**src/rtl/code_change_if.sv**
```systemverilog
// Keypad/lock-side signal bundle for the code-change sequencer.
// master = the sequencer, slave = the lock logic / keypad side.
interface code_change_if #(
    parameter int CODE_DIGITS = 4
);
    logic                       unlock;
    logic                       CleanPBPulse;
    logic                       newKey;
    logic [4:0]                 keyCode;
    logic                       code_wr;
    logic [4*CODE_DIGITS-1:0]   code_wdata;
    logic                       busy;
    logic [1:0]                 stage;
    logic [3:0]                 digit_cnt;
    logic                       err;

    modport master (
        input  unlock, CleanPBPulse, newKey, keyCode,
        output code_wr, code_wdata, busy, stage, digit_cnt, err
    );

    modport slave (
        output unlock, CleanPBPulse, newKey, keyCode,
        input  code_wr, code_wdata, busy, stage, digit_cnt, err
    );
endinterface

```
**src/rtl/code_change_ctrl.sv**
```systemverilog
// Combination-lock code change sequencer: double entry, compare, one-cycle commit strobe.
// Optional entry inactivity timeout enabled by defining CODE_CHG_TIMEOUT_EN.
module code_change_ctrl #(
    parameter int CODE_DIGITS    = 4,
    parameter int ERR_CYCLES     = 5_000_000,
    parameter int TIMEOUT_CYCLES = 25_000_000
) (
    input  logic          clk5,
    input  logic          reset,
    code_change_if.master bus
);
    localparam int W     = 4 * CODE_DIGITS;
    localparam int ERR_W = $clog2(ERR_CYCLES + 1);

    generate
        if (CODE_DIGITS < 1 || CODE_DIGITS > 8 || ERR_CYCLES < 1 || TIMEOUT_CYCLES < 1) begin : g_bad_param
            $error("code_change_ctrl: parameter out of range");
        end
    endgenerate

    typedef enum logic [2:0] {
        S_IDLE, S_ENTER1, S_ENTER2, S_COMPARE, S_ERROR
    } state_t;

    state_t             state_reg, state_next;
    logic [W-1:0]       buf1_reg, buf2_reg, code_wdata_reg;
    logic [3:0]         digit_cnt_reg, digit_cnt_next;
    logic [ERR_W-1:0]   err_cnt_reg;
    logic               code_wr_reg, code_wr_next;
    logic               busy_reg, busy_next;
    logic [1:0]         stage_reg, stage_next;
    logic               err_reg, err_next;

    logic key_digit, key_clear, in_entry, abort_req, last_digit, match, timeout_hit, buf_clear;

    assign key_digit  = bus.newKey && (bus.keyCode <= 5'd9);
    assign key_clear  = bus.newKey && (bus.keyCode == 5'h0C);
    assign in_entry   = (state_reg == S_ENTER1) || (state_reg == S_ENTER2);
    assign abort_req  = bus.CleanPBPulse || !bus.unlock || timeout_hit;
    assign last_digit = key_digit && (digit_cnt_reg == 4'(CODE_DIGITS - 1));
    assign match      = (buf1_reg == buf2_reg);

`ifdef CODE_CHG_TIMEOUT_EN
    localparam int TMR_W = $clog2(TIMEOUT_CYCLES + 1);
    logic [TMR_W-1:0] tmr_reg;

    assign timeout_hit = in_entry && (tmr_reg == TMR_W'(TIMEOUT_CYCLES - 1));

    // Reloads on state entry and on every accepted digit or CLEAR; ignored keys do not count.
    always_ff @(posedge clk5) begin
        if (reset || !in_entry || (state_next != state_reg) || key_digit || key_clear) begin
            tmr_reg <= '0;
        end else if (tmr_reg != TMR_W'(TIMEOUT_CYCLES - 1)) begin
            tmr_reg <= tmr_reg + 1'b1;
        end
    end
`else
    assign timeout_hit = 1'b0;
`endif

    // State register
    always_ff @(posedge clk5) begin
        if (reset) begin
            state_reg <= S_IDLE;
        end else begin
            state_reg <= state_next;
        end
    end

    // Next-state logic; abort takes priority over any same-cycle key
    always_comb begin
        state_next = state_reg;
        case (state_reg)
            S_IDLE: begin
                if (bus.CleanPBPulse && bus.unlock) state_next = S_ENTER1;
            end
            S_ENTER1: begin
                if (abort_req)       state_next = S_IDLE;
                else if (key_clear)  state_next = S_ENTER1;
                else if (last_digit) state_next = S_ENTER2;
            end
            S_ENTER2: begin
                if (abort_req)       state_next = S_IDLE;
                else if (key_clear)  state_next = S_ENTER1;
                else if (last_digit) state_next = S_COMPARE;
            end
            S_COMPARE: begin
                if (abort_req)  state_next = S_IDLE;
                else if (match) state_next = S_IDLE;
                else            state_next = S_ERROR;
            end
            S_ERROR: begin
                if (err_cnt_reg == ERR_W'(ERR_CYCLES - 1)) state_next = S_IDLE;
            end
            default: state_next = S_IDLE;
        endcase
    end

    // Output logic: values loaded into the output registers on the coming edge
    always_comb begin
        code_wr_next   = (state_reg == S_COMPARE) && !abort_req && match;
        busy_next      = (state_next != S_IDLE);
        err_next       = (state_next == S_ERROR);
        stage_next     = 2'd0;
        digit_cnt_next = digit_cnt_reg;
        case (state_next)
            S_ENTER1:  stage_next = 2'd1;
            S_ENTER2:  stage_next = 2'd2;
            S_COMPARE: stage_next = 2'd2;
            S_ERROR:   stage_next = 2'd3;
            default:   stage_next = 2'd0;
        endcase
        if (state_next == S_IDLE || state_next == S_ERROR) begin
            digit_cnt_next = 4'd0;
        end else if (in_entry && !abort_req) begin
            if (key_clear) begin
                digit_cnt_next = 4'd0;
            end else if (key_digit) begin
                if (last_digit && state_reg == S_ENTER1)
                    digit_cnt_next = 4'd0;
                else if (digit_cnt_reg < 4'(CODE_DIGITS))
                    digit_cnt_next = digit_cnt_reg + 4'd1;
            end
        end
    end

    assign buf_clear = (state_next == S_IDLE) || (in_entry && !abort_req && key_clear);

    always_ff @(posedge clk5) begin
        if (reset) begin
            buf1_reg       <= '0;
            buf2_reg       <= '0;
            code_wdata_reg <= '0;
            digit_cnt_reg  <= '0;
            err_cnt_reg    <= '0;
            code_wr_reg    <= 1'b0;
            busy_reg       <= 1'b0;
            stage_reg      <= 2'd0;
            err_reg        <= 1'b0;
        end else begin
            code_wr_reg   <= code_wr_next;
            busy_reg      <= busy_next;
            stage_reg     <= stage_next;
            err_reg       <= err_next;
            digit_cnt_reg <= digit_cnt_next;

            if (code_wr_next) code_wdata_reg <= buf2_reg;

            if (buf_clear) begin
                buf1_reg <= '0;
                buf2_reg <= '0;
            end else if (key_digit && !abort_req) begin
                if (state_reg == S_ENTER1) buf1_reg <= (buf1_reg << 4) | W'(bus.keyCode[3:0]);
                if (state_reg == S_ENTER2) buf2_reg <= (buf2_reg << 4) | W'(bus.keyCode[3:0]);
            end

            if (state_reg == S_ERROR && err_cnt_reg != ERR_W'(ERR_CYCLES - 1))
                err_cnt_reg <= err_cnt_reg + 1'b1;
            else
                err_cnt_reg <= '0;
        end
    end

    assign bus.code_wr    = code_wr_reg;
    assign bus.code_wdata = code_wdata_reg;
    assign bus.busy       = busy_reg;
    assign bus.stage      = stage_reg;
    assign bus.digit_cnt  = digit_cnt_reg;
    assign bus.err        = err_reg;
endmodule

```
**src/flat_wrapper.sv**
```systemverilog
// flat-port wrapper written by rule: the top's interface ports become plain ports
module code_change_ctrl_flat 
#(
    parameter int CODE_DIGITS    = 4,
    parameter int ERR_CYCLES     = 5_000_000,
    parameter int TIMEOUT_CYCLES = 25_000_000
)
  (clk5, reset, bus_unlock, bus_CleanPBPulse, bus_newKey, bus_keyCode, bus_code_wr, bus_code_wdata, bus_busy, bus_stage, bus_digit_cnt, bus_err);
  code_change_if #(.CODE_DIGITS(CODE_DIGITS)) bus_i ();
  input  logic clk5;
  input  logic reset;
  input wire logic [$bits(bus_i.unlock)-1:0] bus_unlock;
  input wire logic [$bits(bus_i.CleanPBPulse)-1:0] bus_CleanPBPulse;
  input wire logic [$bits(bus_i.newKey)-1:0] bus_newKey;
  input wire logic [$bits(bus_i.keyCode)-1:0] bus_keyCode;
  output wire logic [$bits(bus_i.code_wr)-1:0] bus_code_wr;
  output wire logic [$bits(bus_i.code_wdata)-1:0] bus_code_wdata;
  output wire logic [$bits(bus_i.busy)-1:0] bus_busy;
  output wire logic [$bits(bus_i.stage)-1:0] bus_stage;
  output wire logic [$bits(bus_i.digit_cnt)-1:0] bus_digit_cnt;
  output wire logic [$bits(bus_i.err)-1:0] bus_err;
  assign bus_i.unlock = bus_unlock;
  assign bus_i.CleanPBPulse = bus_CleanPBPulse;
  assign bus_i.newKey = bus_newKey;
  assign bus_i.keyCode = bus_keyCode;
  assign bus_code_wr = bus_i.code_wr;
  assign bus_code_wdata = bus_i.code_wdata;
  assign bus_busy = bus_i.busy;
  assign bus_stage = bus_i.stage;
  assign bus_digit_cnt = bus_i.digit_cnt;
  assign bus_err = bus_i.err;
  code_change_ctrl #(.CODE_DIGITS(CODE_DIGITS), .ERR_CYCLES(ERR_CYCLES), .TIMEOUT_CYCLES(TIMEOUT_CYCLES)) u_core (.clk5(clk5), .reset(reset), .bus(bus_i));
endmodule
```
**config.mk**
```make
export PLATFORM = sky130hd
export DESIGN_NAME = code_change_ctrl_flat
export DESIGN_NICKNAME = d
export VERILOG_FILES = /design/src/rtl/code_change_if.sv /design/src/rtl/code_change_ctrl.sv /design/src/flat_wrapper.sv
export SDC_FILE = /design/constraint.sdc
export NUM_CORES = 1
export LEC_CHECK = 0
export BUFFER_PORTS_ARGS = -buffer_cell sky130_fd_sc_hd__buf_2
export CORE_ASPECT_RATIO = 0.6
export CORE_MARGIN = 4
export CORE_UTILIZATION = 57
export CTS_CLUSTER_DIAMETER = 100
export DETAILED_ROUTE_END_ITERATION = 10
export MAX_ROUTING_LAYER = met4
export PLACE_DENSITY = 0.78
export SYNTH_ARGS = -nofsm -noshare
export SYNTH_HDL_FRONTEND = slang
export SYNTH_SLANG_ARGS = --single-unit
```
**constraint.sdc**
```tcl
create_clock -name clk5 -period 5.9 [get_ports clk5]
set_input_delay 1.77 -clock clk5 [delete_from_list [all_inputs] [get_ports clk5]]
set_output_delay 1.77 -clock clk5 [all_outputs]
set_load 0.05 [all_outputs]
```
==> results of run 1 <==
-- worst min path at each step --
stage | start | to | slack (ns) | cells after the start
after floorplan | u_core.err_cnt_reg[0] | u_core.err_cnt_reg[0] | 0.42 | 1
after global placement | u_core.err_cnt_reg[0] | u_core.err_cnt_reg[0] | 0.43 | 1
after detailed placement | u_core.err_cnt_reg[0] | u_core.err_cnt_reg[0] | 0.44 | 1
after CTS | u_core.err_cnt_reg[0] | u_core.err_cnt_reg[0] | 0.46 | 1
after global routing | u_core.bus.code_wdata[8] | u_core.bus.code_wdata[8] | 0.47 | 2
final | u_core.bus.code_wdata[7] | u_core.bus.code_wdata[7] | 0.46 | 2
-- worst reg2reg max path, stage by stage (launching register included) --
cell and delay [ns]:
sky130_fd_sc_hd__dfxtp_1 0.38, sky130_fd_sc_hd__nor3b_1 0.48, sky130_fd_sc_hd__nand4_1 0.98, sky130_fd_sc_hd__mux2i_1 0.48, sky130_fd_sc_hd__nor4_1 0.09
-- cell families after synthesis --
group	after synthesis	synth area share (%)
adder cells (fa/ha/maj)	2	0.688
AO/OA/AOI/OAI	18	4.06
flip-flops	83	45.7
buffers and inverters	26	3.55
XOR/XNOR	38	9.16
AND/OR/NAND/NOR	166	23.6
multiplexers	48	13.2
-- area by class of cell --
class                           count  area share, %
Clock inverter                      4           1.28
Sequential cell                    83           41.3
Timing Repair Buffer               38           4.98
Inverter                            5          0.467
Multi-Input combinational cell    272           46.0
Tap cell                           84           2.62
Clock buffer                       12           3.36
-- routing by layer --
layer / routed length, um / track usage (%)
met2: 3220 / 29.3
met4: 46 / 4.86
met1: 3960 / 33.1
met3: 838 / 7.53
met5: 0 / -
-- power groups by stage --
| stage | registers, uW | clock network [uW] | logic (uW) |
|---|---|---|---|
| after floorplan | 575 | 0 | 17.9 |
| after global placement | 574 | 0 | 26.1 |
| after detailed placement | 574 | 0 | 26.9 |
| after CTS | 561 | 399 | 27.0 |
| after global routing | 561 | 424 | 29.7 |
| final | 560 | 390 | 27.5 |
-- cell usage in the layout, fill, tap and decap left out, types with 3 or more instances in the layout --
master and n:
sky130_fd_sc_hd__and3_1 6, sky130_fd_sc_hd__and4_1 4, sky130_fd_sc_hd__buf_2 34, sky130_fd_sc_hd__buf_4 4
sky130_fd_sc_hd__clkbuf_1 3, sky130_fd_sc_hd__clkbuf_8 9, sky130_fd_sc_hd__dfxtp_1 83, sky130_fd_sc_hd__inv_1 4
sky130_fd_sc_hd__mux2i_1 48, sky130_fd_sc_hd__nand2_1 42, sky130_fd_sc_hd__nand2b_1 3, sky130_fd_sc_hd__nand3_1 11
sky130_fd_sc_hd__nand4_1 8, sky130_fd_sc_hd__nor2_1 33, sky130_fd_sc_hd__nor2b_1 5, sky130_fd_sc_hd__nor3_1 7
sky130_fd_sc_hd__nor4_1 37, sky130_fd_sc_hd__o21ai_1 3, sky130_fd_sc_hd__xnor2_1 5, sky130_fd_sc_hd__xor2_1 33
-- through the flow --
| stage | hold slack [ns] | cells |
|---|---|---|
| after floorplan | 0.418 | 381 |
| after global placement | 0.426 | 482 |
| after detailed placement | 0.440 | 482 |
| after CTS | 0.459 | 498 |
| after global routing | 0.474 | 498 |
| final | 0.456 | 498 |
==> out/qor.tcl, run 1 <==
set qor(status) {complete, no violations}
set qor(clock_tree.buffer_depth) 2
set qor(grt_max_degree) 37
set qor(post_route_cells_drive_above_1_share_pct) 14.0
set qor(synth_area_mm2) 0.00363
set qor(die_width_um) 111
set qor(final_area_mm2) 0.00402
set qor(cpPeakStageDelay_ns) 0.98
set qor(drtPass1Iterations) 5
set qor(synth.largest_area_cell) {sky130_fd_sc_hd__dfxtp_1}
set qor(cpLargestDelayFamily) {simple AND/OR/NAND/NOR gates}
set qor(cts_tree) {yes}
set qor(finalWorstPathRequiredPeriod_ns) 3.65
set qor(timing.clock.skew_ns) 0.00617
set qor(cts.clk_slew.worst_paths_ns) 0.08
set qor(dp_slack_ns) 1.90
set qor(timing.critical_path.required_ns) 6.11
set qor(power.density_cell_area_mw_per_mm2) 243
set qor(cell_type_of_the_slowest_stage_on_the_worst_timing_path) {sky130_fd_sc_hd__nand4_1}
set qor(setup.worst_path.class) {in -> reg}
set qor(initial_core_util_pct) 59.2
set qor(worstSkewPairLatency_ns) 0.35
set qor(drt-total-wl_um) 8060
set qor(clock_tree.htree_level_count) 3
set qor(rsz_0062_raised_after_global_routing) {no}
set qor(detailedPlacementHpwl_um) 5670
set qor(pwr-share-comb_pct) 2.8
set qor(cp.arrival_ns) 3.86
set qor(die-area_mm2) 0.00776
set qor(critPathLaunchType) {input pin}
set qor(count_of_cell_instances_traversed_by_the_critical_path) 5
set qor(setup-tns-final_ns) 0
set qor(worst-r2r-cell-count) 4
set qor(multiInputGateArea_mm2) 0.00185
set qor(worst_slew_pin_slew_ns) 1.12
set qor(final.setup.worst_slack_ns) 2.25
set qor(largest_register_ffs) 23
set qor(yosys.cell_count.top_type) {sky130_fd_sc_hd__dfxtp_1}
set qor(fillers) 529
set qor(vias_in_the_first_global_route) 2661
set qor(core_area_mm2) 0.00614
set qor(n_antenna_cell) 0
set qor(synthesis.instances) 381
set qor(yosys_register_bits) 83
set qor(ys_dominant_reg_cell) {sky130_fd_sc_hd__dfxtp_1}
set qor(internal_power_uw) 763
set qor(placementRows) 22
set qor(power.ir.vdd_worst_mv) 0.120
set qor(async_reset_ff_share_pct) 0
set qor(syn_area_per_cell_um2) 9.54
set qor(synth.top_cell.area_share_pct) 45.7
set qor(report.power.total_uw) 978
set qor(drv.max_cap_violation_count) 0
set qor(ys_seq_area_share_pct) 45.7
set qor(wire_length_of_the_first_global_routing_pass_um) 13600
set qor(synth.yosys.warnings) 0
set qor(post-route-drc-count) 0
set qor(p_sw_share_pct) 22.0
set qor(place_congestion) 0.812
set qor(finalMaxSlewViolations) 0
set qor(finalHoldViolations) 0
set qor(power_leakage_uw) 0.00176
set qor(normalized_max_slew_margin_pct) 25.2
set qor(layout.area.seq_mm2) 0.00166
set qor(worst-path-buf-inv) 1
set qor(cts-buffers-inserted) 9
set qor(critPathCaptureType) {flop}
set qor(reg2reg_from) {u_core.state_reg[2]}
set qor(cts.root.buffer_cell) {sky130_fd_sc_hd__clkbuf_8}
set qor(critical_path.reg2reg.endpoint) {u_core.buf1_reg[9]}
set qor(synthTopCellsByArea) {sky130_fd_sc_hd__dfxtp_1 46%, sky130_fd_sc_hd__mux2i_1 13%, sky130_fd_sc_hd__xor2_1 8.0%}
set qor(signed_area_change_from_the_synthesized_netlist_to_the_final_layout_pct) 10.6
set qor(via_per_inst) 5.95
set qor(cts_setup_buffers) 0
set qor(worst_setup_path_endpoint) {u_core.buf1_reg[9]}
set qor(port-buffer-count) 34
set qor(final_count_of_negative_setup_slack_endpoints) 0
set qor(design.portCount) 35
set qor(power_switching_uw) 216
set qor(wl_per_cell_um) 16.2
set qor(regToRegSetupSlack_ns) 3.36
set qor(hp-class) {reg -> reg}
set qor(vias) 2964
set qor(clock-sinks) 83
set qor(drtIter0Drc) 234
set qor(number_of_enable_flip_flop_cells_after_synthesis) 0
set qor(worst_setup_path_startpoint) {bus_CleanPBPulse}
set qor(fin_util_pct) 65.5
set qor(timing.final.crit_share_pct) 61.9
set qor(cts-resized-gates) 0
set qor(die_height_um) 69.9
set qor(postRouteAntennaNets) 0
set qor(post_dp_cell_area_mm2) 0.00383
set qor(ctsHoldBuffers) 0
set qor(global_route.overflow_total) 0
set qor(max_freq_mhz) 274
set qor(pwr-share-seq_pct) 57.3
set qor(synth.top_cells.by_count) {83 x sky130_fd_sc_hd__dfxtp_1, 48 x sky130_fd_sc_hd__mux2i_1, 42 x sky130_fd_sc_hd__nand2_1, 37 x sky130_fd_sc_hd__nor4_1, 34 x sky130_fd_sc_hd__nor2_1}
set qor(final_net_count) 421
set qor(global_route.usage.total_pct) 22.4
set qor(post_synth_num_cell_types) 43
set qor(crit_fanout) 16
set qor(clockPowerShare_pct) 39.9
set qor(worstPathCellList) {buf_2 > nor3b_1 > nand4_1 > mux2i_1 > nor4_1}
set qor(postSynthNetCount) 393
set qor(grt_antenna_before_repair) 0
Power figures use the tool's default switching activity.
==> inputs of run 2 (changes only) <==
Settings changed: CORE_UTILIZATION 57 to 53, PLACE_DENSITY 0.78 to 0.76.
Clock period 5.9 ns to 3.08 ns, I/O delays scaled along.
==> out/qor.tcl, run 2 (synthesized netlist as in run 1, its figures left out) <==
set qor(initial_core_util_pct) 54.4
set qor(clock_tree.buffer_depth) 2
set qor(cts-resized-gates) 0
set qor(regToRegSetupSlack_ns) 0.69
set qor(critPathCaptureType) {flop}
set qor(normalized_max_slew_margin_pct) 67.5
set qor(vias) 2866
set qor(critPathLaunchType) {flop}
set qor(power_leakage_uw) 0.00184
set qor(global_route.overflow_total) 0
set qor(cpPeakStageDelay_ns) 0.58
set qor(internal_power_uw) 1800
set qor(signed_area_change_from_the_synthesized_netlist_to_the_final_layout_pct) 15.1
set qor(cts.root.buffer_cell) {sky130_fd_sc_hd__clkbuf_16}
set qor(inst_count_dp) 489
set qor(clock_tree.htree_level_count) 3
set qor(cts.clk_slew.worst_paths_ns) 0.06
set qor(fillers) 562
set qor(setup.worst_path.class) {reg -> reg}
set qor(timing.hold.worst_path_depth) 2
set qor(rsz_0062_raised_after_global_routing) {no}
set qor(cts_tree) {yes}
set qor(ctsHoldBuffers) 0
set qor(mostFrequentLayoutCell) {sky130_fd_sc_hd__dfxtp_1}
set qor(multiInputGateArea_mm2) 0.00185
set qor(finalWorstPathRequiredPeriod_ns) 2.39
set qor(drtPass1Iterations) 4
set qor(hp-class) {reg -> reg}
set qor(cts_setup_buffers) 0
set qor(die_width_um) 115
set qor(port-buffer-count) 34
set qor(setup-tns-final_ns) 0
set qor(power_switching_uw) 459
set qor(final_count_of_negative_setup_slack_endpoints) 0
set qor(post_route_cells_drive_above_1_share_pct) 15.3
set qor(final_net_count) 425
set qor(reg2reg_from) {u_core.err_cnt_reg[0]}
set qor(wire_length_of_the_first_global_routing_pass_um) 13200
set qor(cts-buffers-inserted) 9
set qor(layout.area.seq_mm2) 0.00166
set qor(n_antenna_cell) 0
set qor(post-route-drc-count) 0
set qor(grt_max_degree) 34
set qor(critical_path.reg2reg.endpoint) {u_core.buf2_reg[9]}
set qor(core_area_mm2) 0.00668
set qor(design.portCount) 35
set qor(max_freq_mhz) 419
set qor(finalHoldViolations) 0
set qor(detailedPlacementHpwl_um) 5430
set qor(finalMaxSlewViolations) 0
set qor(drt-total-wl_um) 7920
set qor(timing.critical_path.required_ns) 3.28
set qor(mostFrequentLayoutCells) {83 x sky130_fd_sc_hd__dfxtp_1, 48 x sky130_fd_sc_hd__mux2i_1, 42 x sky130_fd_sc_hd__nand2_1, 37 x sky130_fd_sc_hd__nor4_1, 34 x sky130_fd_sc_hd__buf_2}
set qor(p_sw_share_pct) 20.3
set qor(cp.arrival_ns) 2.58
set qor(worst_slew_pin_slew_ns) 0.481
set qor(postRouteAntennaNets) 0
set qor(hold_path_startpoint) {u_core.bus.code_wdata[1]}
set qor(drv.max_cap_violation_count) 0
set qor(die_height_um) 72.1
set qor(pwr-share-comb_pct) 2.3
set qor(status) {complete, no violations}
set qor(die-area_mm2) 0.00829
set qor(final_cells) 505
set qor(drtIter0Drc) 234
set qor(grt_antenna_before_repair) 0
set qor(timing.clock.skew_ns) 0.00885
set qor(clock-sinks) 83
set qor(global_route.usage.total_pct) 20.7
set qor(crit_fanout) 32
set qor(pwr-share-seq_pct) 47.6
set qor(vias_in_the_first_global_route) 2670
set qor(placementRows) 23
set qor(clockPowerShare_pct) 50.1
set qor(power.ir.vdd_worst_mv) 0.360
set qor(worstSkewPairLatency_ns) 0.33
set qor(largest_register_ffs) 23
set qor(wl_per_cell_um) 15.7
set qor(via_per_inst) 5.68
set qor(min_to) {u_core.bus.code_wdata[1]}
set qor(worstPathCellList) {ha_1 > nand2_1 > or4_1 > o211a_1 > a211oi_4 > buf_4 > nor4_1}
set qor(place_congestion) 0.836
set qor(cell_type_of_the_slowest_stage_on_the_worst_timing_path) {sky130_fd_sc_hd__or4_1}
set qor(timing.final.crit_share_pct) 77.5
set qor(power.density_cell_area_mw_per_mm2) 540
set qor(worst-r2r-cell-count) 7
run 2: worst max-delay path by stage:
| stage | from | endpoint | cells after the start |
|---|---|---|---|
| detailed placement | bus_CleanPBPulse | u_core.buf2_reg[4] | 6 |
| global placement | bus_CleanPBPulse | u_core.buf2_reg[7] | 6 |
| floorplan | bus_CleanPBPulse | u_core.buf1_reg[10] | 5 |
| global route | u_core.err_cnt_reg[0] | u_core.buf2_reg[11] | 7 |
| finish | u_core.err_cnt_reg[0] | u_core.buf2_reg[9] | 7 |
| CTS | u_core.err_cnt_reg[0] | u_core.buf2_reg[4] | 7 |
run 2: through the flow:
step                      hold slack, ns  setup slack (ns)  utilization (%)  instance area [um2]  total power [uW]
after floorplan                    0.418             0.740                -                 3630              1140
after global placement             0.427             0.649             57.9                 3870              1150
after detailed placement           0.443             0.562             57.9                 3870              1150
after CTS                          0.455             0.689             62.7                 4190              2280
after global routing               0.482             0.565             62.7                 4190              2330
final                              0.452             0.694             62.7                 4190              2260
run 2: layer usage:
| layer | up-vias | track usage [%] | share of wire (%) |
|---|---|---|---|
| li1 | 1421 | - | - |
| met1 | 1360 | 29.5 | 50 |
| met2 | 79 | 28.9 | 43 |
| met3 | 6 | 6.25 | 6.4 |
| met4 | 0 | 4.43 | 0.83 |
| met5 | - | - | 0 |
run 2: layout make-up:
type                       count  area share (%)
multi-input combinational    272            44.1
sequential                    83            39.7
timing repair buffer          42            5.50
clock buffer                  10            5.47
tap                           87            2.60
clock inverter                 6            2.15
inverter                       5           0.448
run 2: worst max-delay path: cells and delay by family (launching register included):
kind                       cells  cell delay, ns
adders and majority gates      1            0.22
and+or+nand+nor                3            0.81
buffers and inverters          1            0.36
AOI/OAI and AO/OA              2            0.50
DFF                            1            0.35
run 2: power by group through the flow:
stage / clock [uW] / sequential, uW / combinational [uW]
6_report: 1130 / 1080 / 52.3
5_1_grt: 1200 / 1070 / 56.9
4_1_cts: 1150 / 1070 / 51.9
3_5_place_dp: 0 / 1100 / 51.7
3_3_place_gp: 0 / 1100 / 50.8
2_1_floorplan: 0 / 1100 / 34.3
==> inputs of run 3 (changes only) <==
Settings changed: CORE_UTILIZATION 53 to 57, PLACE_DENSITY 0.76 to 0.78.
Clock period 3.08 ns to 2.3 ns, I/O delays scaled along.
==> out/qor.tcl, run 3 (synthesized netlist as in run 1, its figures left out) <==
set qor(power_switching_uw) 602
set qor(normalized_max_slew_margin_pct) 58.2
set qor(cts-buffers-inserted) 9
set qor(p_sw_share_pct) 23.1
set qor(worst_setup_path_endpoint) {u_core.buf2_reg[13]}
set qor(design.portCount) 35
set qor(cts.clk_slew.worst_paths_ns) 0.09
set qor(status) {complete, no violations}
set qor(reg2reg_from) {u_core.err_cnt_reg[0]}
set qor(critical_path.reg2reg.endpoint) {u_core.buf2_reg[13]}
set qor(die_height_um) 69.9
set qor(setup-tns-final_ns) 0
set qor(cts_tree) {yes}
set qor(post_dp_cell_area_mm2) 0.00393
set qor(core_area_mm2) 0.00614
set qor(timing.clock.skew_ns) 0.00884
set qor(die-area_mm2) 0.00776
set qor(finalHoldViolations) 0
set qor(final_cells) 510
set qor(signed_area_change_from_the_synthesized_netlist_to_the_final_layout_pct) 15.3
set qor(die_width_um) 111
set qor(regToRegSetupSlack_ns) 0.06
set qor(timing.final.crit_share_pct) 97.6
set qor(post_route_cells_drive_above_1_share_pct) 17.1
set qor(finalWorstPathRequiredPeriod_ns) 2.24
set qor(clockPowerShare_pct) 41.5
set qor(postRouteAntennaNets) 0
set qor(wl_per_cell_um) 16.0
set qor(detailedPlacementHpwl_um) 5510
set qor(power_leakage_uw) 0.00185
set qor(mostFrequentLayoutCells) {83 x sky130_fd_sc_hd__dfxtp_1, 48 x sky130_fd_sc_hd__mux2i_1, 42 x sky130_fd_sc_hd__nand2_1, 37 x sky130_fd_sc_hd__nor4_1, 34 x sky130_fd_sc_hd__buf_2}
set qor(worst_setup_path_startpoint) {u_core.err_cnt_reg[0]}
set qor(grt_antenna_before_repair) 0
set qor(timing.critical_path.required_ns) 2.53
set qor(rsz_0062_raised_after_global_routing) {no}
set qor(clock_tree.buffer_depth) 2
set qor(n_antenna_cell) 0
set qor(finalMaxSlewViolations) 0
set qor(final.setup.worst_slack_ns) 0.0554
set qor(worst-r2r-cell-count) 8
set qor(wire_length_of_the_first_global_routing_pass_um) 13500
set qor(critPathLaunchType) {flop}
set qor(final_net_count) 433
set qor(initial_core_util_pct) 59.2
set qor(via_per_inst) 5.72
set qor(drv.max_cap_violation_count) 0
set qor(ctsHoldBuffers) 0
set qor(cts-resized-gates) 0
set qor(place_congestion) 0.816
set qor(pwr-share-comb_pct) 3.4
set qor(vias_in_the_first_global_route) 2657
set qor(grt_max_degree) 34
set qor(inst_count_dp) 490
set qor(placementRows) 22
set qor(max_freq_mhz) 446
set qor(drtPass1Iterations) 5
set qor(power.ir.vdd_worst_mv) 0.355
set qor(largest_register_ffs) 23
set qor(internal_power_uw) 2010
set qor(final_count_of_negative_setup_slack_endpoints) 0
set qor(crit_fanout) 8
set qor(critPathCaptureType) {flop}
set qor(final.hold.worst_slack_ns) 0.456
set qor(vias) 2917
set qor(global_route.usage.total_pct) 21.9
set qor(worstSkewPairLatency_ns) 0.35
set qor(port-buffer-count) 34
set qor(final_area_mm2) 0.00419
set qor(clock-sinks) 83
set qor(post-route-drc-count) 0
set qor(drt-total-wl_um) 8160
set qor(cts_setup_buffers) 0
set qor(hp-class) {reg -> reg}
set qor(worst_slew_pin_slew_ns) 0.622
set qor(cts.root.buffer_cell) {sky130_fd_sc_hd__clkbuf_8}
set qor(clock_tree.htree_level_count) 3
set qor(setup.worst_path.class) {reg -> reg}
set qor(drtIter0Drc) 238
set qor(power.density_cell_area_mw_per_mm2) 623
set qor(cp.arrival_ns) 2.48
set qor(pwr-share-seq_pct) 55.1
set qor(mostFrequentLayoutCell) {sky130_fd_sc_hd__dfxtp_1}
set qor(dp_slack_ns) 0.0843
set qor(global_route.overflow_total) 0
-- run 3: worst min path at each step --
stage | start | endpoint | slack (ns) | cells past startpoint
3_3_place_gp | u_core.err_cnt_reg[0] | u_core.err_cnt_reg[0] | 0.43 | 1
6_report | u_core.bus.code_wdata[6] | u_core.bus.code_wdata[6] | 0.46 | 2
2_1_floorplan | u_core.err_cnt_reg[0] | u_core.err_cnt_reg[0] | 0.42 | 1
3_5_place_dp | u_core.bus.code_wdata[11] | u_core.bus.code_wdata[11] | 0.45 | 2
4_1_cts | u_core.bus.code_wdata[12] | u_core.bus.code_wdata[12] | 0.46 | 2
5_1_grt | u_core.bus.code_wdata[13] | u_core.bus.code_wdata[13] | 0.49 | 2
-- run 3: routing by layer --
layer | track usage, % | vias to the layer above | wire length, um
li1 | - | 1437 | -
met1 | 32.7 | 1374 | 4180
met2 | 29.0 | 98 | 3340
met3 | 6.15 | 8 | 568
met4 | 5.26 | 0 | 76
met5 | - | - | 0
-- run 3: stage by stage --
| step | utilization [%] | total power [uW] |
|---|---|---|
| after global placement | 64.0 | 1540 |
| after floorplan | - | 1520 |
| final | 68.3 | 2610 |
| after detailed placement | 64.0 | 1550 |
| after global routing | 68.3 | 2700 |
| after CTS | 67.4 | 2620 |
-- run 3: final cells by class --
type                            instances  area (um2)
Sequential cell                        83        1660
Inverter                                5        18.8
Fill cell                             501        1950
Clock buffer                           10         138
Timing Repair Buffer                   50         349
Clock inverter                          6        71.3
Tap cell                               84         105
Multi-Input combinational cell        272        1850
-- run 3: worst max-delay path, stage by stage (launching register included) --
cell and delay [ns]:
sky130_fd_sc_hd__dfxtp_1 0.38, sky130_fd_sc_hd__ha_1 0.23, sky130_fd_sc_hd__nand2_1 0.12, sky130_fd_sc_hd__or4_1 0.54, sky130_fd_sc_hd__o211a_1 0.29, sky130_fd_sc_hd__a211oi_4 0.18
sky130_fd_sc_hd__buf_4 0.17, sky130_fd_sc_hd__buf_6 0.14, sky130_fd_sc_hd__nor4_1 0.06
-- run 3: power by group through the flow --
stage	registers, uW	logic [uW]	clock network, uW
6_report	1440	89.1	1080
5_1_grt	1440	95.9	1170
4_1_cts	1440	74.5	1110
3_5_place_dp	1470	74.1	0
3_3_place_gp	1470	72.2	0
2_1_floorplan	1480	46.0	0
